[config.mk]
export PLATFORM = sky130hd
export DESIGN_NAME = mul_div_unit
export DESIGN_NICKNAME = d
export VERILOG_FILES = /design/src/rtl/mul_div_unit_pkg.sv /design/src/rtl/mul_div_unit_md_step.sv /design/src/rtl/mul_div_unit.sv
export SDC_FILE = /design/constraint.sdc
export NUM_CORES = 1
export LEC_CHECK = 0
export ABC_AREA = 1
export CAP_MARGIN = 15
export CORE_MARGIN = 2
export CORE_UTILIZATION = 45
export CTS_BUF_LIST = sky130_fd_sc_hd__clkbuf_8
export DETAILED_ROUTE_END_ITERATION = 12
export PLACE_DENSITY = 0.74
export SYNTH_ARGS = -nofsm -noshare
export SYNTH_HDL_FRONTEND = slang
export SYNTH_SLANG_ARGS = --single-unit
[constraint.sdc]
create_clock -name clk -period 4.3 [get_ports clk]
set_input_delay 0.43 -clock clk [delete_from_list [all_inputs] [get_ports clk]]
set_output_delay 0.43 -clock clk [all_outputs]
set_load 0.05 [all_outputs]
[src/rtl/mul_div_unit_pkg.sv]
// Shared encodings for the EX-stage multiply/divide unit and the ID decoder.
// Latency: n/a (definitions only).
// Backpressure: n/a (definitions only).
package mul_div_unit_pkg;

    localparam int MD_W = 16;

    // Operation select, valid together with start.
    typedef enum logic [1:0] {
        MD_MULL = 2'b00,
        MD_MULH = 2'b01,
        MD_DIV  = 2'b10,
        MD_REM  = 2'b11
    } md_op_t;

    // Control FSM states.
    typedef enum logic [1:0] {
        ST_IDLE = 2'b00,
        ST_BUSY = 2'b01,
        ST_DONE = 2'b10
    } md_state_t;

endpackage

[src/rtl/mul_div_unit_md_step.sv]
// One iteration of shift-add multiply or restoring divide on {hi, lo}.
// Latency: purely combinational.
// Backpressure: none; the caller decides when to register the outputs.
module md_step (
    input  logic        is_div,
    input  logic [15:0] hi,
    input  logic [15:0] lo,
    input  logic [15:0] opnd,
    output logic [15:0] hi_nxt,
    output logic [15:0] lo_nxt
);

    logic [16:0] sum;
    logic [16:0] trial;

    // Multiply: add multiplicand into hi when lo[0] is set, then shift the
    // 33-bit {carry, hi, lo} right by one. Divide: shift the next dividend bit
    // into the partial remainder and trial-subtract the divisor. Because the
    // partial remainder always stays below the divisor, bit 16 of the trial
    // difference is exactly the borrow.
    always_comb begin
        sum    = {1'b0, hi} + (lo[0] ? {1'b0, opnd} : 17'd0);
        trial  = {hi, lo[15]} - {1'b0, opnd};
        hi_nxt = sum[16:1];
        lo_nxt = {sum[0], lo[15:1]};
        if (is_div) begin
            if (trial[16]) begin
                hi_nxt = {hi[14:0], lo[15]};
                lo_nxt = {lo[14:0], 1'b0};
            end else begin
                hi_nxt = trial[15:0];
                lo_nxt = {lo[14:0], 1'b1};
            end
        end
    end

endmodule

[src/rtl/mul_div_unit.sv]
// Iterative 16-bit unsigned MUL/MULH/DIV/REM beside the EX-stage ALU.
// Latency: start in cycle N -> 16 iteration cycles -> md_done/result in N+17.
// Backpressure: stall_md holds the front end while busy; hold keeps DONE stable.
module mul_div_unit
    import mul_div_unit_pkg::*;
(
    input  logic        clk,
    input  logic        rst_n,
    input  logic        start,
    input  logic [1:0]  op,
    input  logic [15:0] src0,
    input  logic [15:0] src1,
    input  logic        hold,
    input  logic        flush,
    output logic        stall_md,
    output logic [15:0] result,
    output logic        md_done,
    output logic        dbz
);

    md_state_t   state;
    md_state_t   state_nxt;
    md_op_t      op_q;
    logic [3:0]  cnt;
    logic [15:0] opnd;
    logic [15:0] acc_hi;
    logic [15:0] acc_lo;
    logic [15:0] hi_nxt;
    logic [15:0] lo_nxt;
    logic        is_div;
    logic        launch;
    logic        iterate;

    assign is_div  = (op_q == MD_DIV) || (op_q == MD_REM);
    assign launch  = (state == ST_IDLE) && start && !flush;
    assign iterate = (state == ST_BUSY) && !flush;

    md_step u_step (
        .is_div (is_div),
        .hi     (acc_hi),
        .lo     (acc_lo),
        .opnd   (opnd),
        .hi_nxt (hi_nxt),
        .lo_nxt (lo_nxt)
    );

    // State register.
    always_ff @(posedge clk or negedge rst_n) begin
        if (!rst_n) begin
            state <= ST_IDLE;
        end else begin
            state <= state_nxt;
        end
    end

    // Next state: flush beats everything; DONE is left only when EX->DM moves.
    always_comb begin
        state_nxt = state;
        if (flush) begin
            state_nxt = ST_IDLE;
        end else begin
            case (state)
                ST_IDLE: if (start)         state_nxt = ST_BUSY;
                ST_BUSY: if (cnt == 4'd15)  state_nxt = ST_DONE;
                ST_DONE: if (!hold)         state_nxt = ST_IDLE;
                default:                    state_nxt = ST_IDLE;
            endcase
        end
    end

    // Outputs: stall from the issuing cycle on, released at once by flush.
    always_comb begin
        stall_md = !flush && (((state == ST_IDLE) && start) || (state == ST_BUSY));
        md_done  = (state == ST_DONE);
    end

    // Datapath: operands captured only at launch, so bypass changes during
    // BUSY are ignored. Multiply keeps the multiplier in acc_lo and adds the
    // multiplicand; divide keeps the dividend in acc_lo and subtracts the
    // divisor. Either way the last step leaves the high word (MULH/REM) in
    // hi_nxt and the low word (MULL/DIV) in lo_nxt, so op[0] picks the half.
    always_ff @(posedge clk or negedge rst_n) begin
        if (!rst_n) begin
            op_q   <= MD_MULL;
            cnt    <= 4'd0;
            opnd   <= 16'd0;
            acc_hi <= 16'd0;
            acc_lo <= 16'd0;
            result <= 16'd0;
            dbz    <= 1'b0;
        end else if (launch) begin
            op_q   <= md_op_t'(op);
            cnt    <= 4'd0;
            acc_hi <= 16'd0;
            if (op[1]) begin
                opnd   <= src1;
                acc_lo <= src0;
            end else begin
                opnd   <= src0;
                acc_lo <= src1;
            end
        end else if (iterate) begin
            acc_hi <= hi_nxt;
            acc_lo <= lo_nxt;
            cnt    <= cnt + 4'd1;
            if (cnt == 4'd15) begin
                result <= (op_q == MD_MULH || op_q == MD_REM) ? hi_nxt : lo_nxt;
                dbz    <= is_div && (opnd == 16'd0);
            end
        end
    end

endmodule

==> results.tsv <==
metric	value	unit
status	finished, final reports clean	
Clock Tree Buf Depth	2	
PwrDens	594	nW/µm²
critical path's slowest cell	inv_1	
pin count of the biggest net entering global routing	74	
period utilization	68.4	%
Tot GR Track Use	26.4	%
setup bufs post-CTS	0	
Core Area	13200	µm²
1st-pass router iterations	5	
post-synthesis simple-gate area fraction	34.5	%
Vias	6352	
Syn Std Cell Area	6100	µm²
Worst Max-Slew Pin Slew	0.928	ns
metal2 WL	7990	µm
clock slew at reported path FFs	0.08	ns
max_cap viols	0	
vias in the first global route	5800	
Max FO, Critical Path	25	
Leak	3.84	nW
type of the worst setup path	primary input to output port	
Post-Synthesis Cells	955	
syn_area_per_cell	6.39	µm²
port bufs	57	
Synth Area in Adders	7.42	%
M1 WL	8110	µm
Max Slew Vio Count	0	
Final Skew	0.0122	ns
#FFs+latches synth	73	
total CTS buffers	9	
number of cell rows	42	
WP data arrival	2.51	ns
commonest non-fill, non-tap cell in the layout	nand2_1	
HP Class	primary input to asynchronous set/reset pin	
CTS tree	yes	
ant diodes	0	
Die Wd	120	µm
IO Pins	58	
Worst setup SP type	primary input	
Crit. Startpoint	flush	
most frequent CP cell	buf_4	
sequential share of the synthesized area	29.9	%
RSZ-0062 raised after global routing	false	
synthesis-to-layout area growth	14.3	%
Post-layout nets	1069	
post-synthesis xor/xnor area fraction	1.00	%
crit path time final	2.94	ns
DP Worst Slack	1.40	ns
DRC errors left	0	
top routing layer used	met4	
wire length per cell	15.6	µm
Synth cell types	39	
Synth Area in Compound Gates	15.2	%
met3 WL	1360	µm
die footprint	14500	µm²
VDD IR max	0.000207	V
Worst-Skew Late Latency	0.36	ns
initial antenna violation count	0	
CP Capture Type	output port	
CP max stage delay	0.67	ns
Max H-tree Level	3	
largest family of logic cells by synthesized area	simple AND/OR/NAND/NOR gates	
worst rel slew slack	38.1	%
hold buffers post-CTS	0	
setup TNS	0	ns
final hold vios	0	
Chip Height	120	µm
final setup violation count	0	
DRT iter0 DRCs	734	
final wirelength	18300	µm
Max Freq	340	MHz
number of gates resized after CTS	0	
vias per std cell	5.40	
Post-DP HPWL	14300	µm
clk sink count	73	
CP Data Required Time	3.87	ns
Final Wtd Congestion	1.03	
reg2reg start	acc_lo[0]$_DFFE_PN0P_	
initial core utilization	46.1	%
ANT nets after route	0	
grt total ovfl	0	
first-pass GRT wire length	29700	µm
warnings from Yosys	0	
cell breakdown of the critical path	clkdlybuf4s50_1 > inv_1 > nand3_1 > buf_4 > clkinv_1 > nor2_1 > buf_4 > inv_1 > buf_4	
final setup margin	1.36	ns
CTS Root Cell	clkbuf_8	
syn_nets	1029	
mux contribution to synthesized area	0	%
most frequent cells in the layout	nand2_1, inv_1, nand3_1	
layout cells sized above 1	5.10	%
-- sequential cells by signal (all words and copies together), names as in the netlist --
| signal | flops |
|---|---|
| opnd | 16 |
| result | 16 |
| dbz | 1 |
| acc_hi | 16 |
| state | 2 |
| acc_lo | 16 |
| cnt | 4 |
| op_q | 2 |
-- final timing paths --
path	endpoint	slack, ns	cells past startpoint
max	stall_md	1.36	9
min	opnd[9]$_DFFE_PN0P_	0.21	1
max reg2reg	result[9]$_DFFE_PN0P_	1.56	15
min reg2reg	cnt[3]$_DFFE_PN0P_	0.47	1
max in group asynchronous	acc_hi[0]$_DFFE_PN0P_	3.49	1
min in group clk	cnt[3]$_DFFE_PN0P_	0.47	1
-- per-layer routing --
layer / track usage (%) / vias to the layer above
met5: 0 / -
met2: 39.6 / 293
met1: 37.5 / 2833
met3: 4.29 / 68
met4: 11.6 / 0
li1: - / 3158
-- cell type report --
cell class,instances,area (µm²)
Clock inverter,5,30.0
Inverter,158,593
Fill cell,1335,6260
Timing Repair Buffer,63,611
Sequential cell,73,1830
Clock buffer,11,151
Multi-Input combinational cell,690,3550
Tap cell,176,220
-- worst max-delay path: cells and delay by family --
family        cells  cell delay, ns
buf+inv           7            1.96
simple gates      2            0.10
-- cells in the mapped netlist (all sizes together) --
cell type | instances | area (µm²)
o21bai | 6 | 45.0
dfrtp | 73 | 1830
xnor2 | 3 | 26.3
o21a | 1 | 7.51
nor4 | 2 | 12.5
a31oi | 2 | 12.5
o21ai | 58 | 290
a22o | 1 | 8.76
a21o | 4 | 30.0
o221ai | 15 | 131
nand2 | 337 | 1300
clkbuf | 27 | 101
ha | 33 | 413
or2 | 4 | 25.0
o211ai | 26 | 195
nor3 | 8 | 45.0
clkinv | 1 | 3.75
nor2 | 41 | 161
fa | 2 | 40.0
nand3 | 98 | 513
a21oi | 38 | 205
buf | 7 | 36.3
and2 | 2 | 13.8
inv | 157 | 589
nand4 | 5 | 31.3
xor2 | 4 | 35.0
-- cells by family (layout without fill, tap and decap cells) --
kind of cell / Yosys count / in the layout
and+or+nand+nor: 497 / 497
buffers and inverters: 192 / 237
AOI/OAI and AO/OA: 151 / 151
DFF: 73 / 73
adders and majority gates: 35 / 35
xor gates and xnor gates: 7 / 7
-- per-stage QoR --
stage	instances	total power, mW	util [%]	instance area (µm²)	hold WS [ns]
final	1176	4.14	52.7	6980	0.208
after global routing	1176	4.55	52.7	6980	0.286
after CTS	1176	4.11	52.7	6980	0.235
after detailed placement	1160	3.59	51.3	6800	0.462
after global placement	1160	3.57	51.3	6800	0.463
after floorplan	955	2.95	-	6100	0.134
-- where the power goes --
| group | leakage, nW | internal [mW] | switching (mW) |
|---|---|---|---|
| Sequential | 0.949 | 0.847 | 0.202 |
| Combinational | 2.79 | 0.885 | 1.70 |
| Clock | 0.103 | 0.240 | 0.274 |
| Total | 3.84 | 1.97 | 2.17 |
Power figures use the tool's default switching activity.
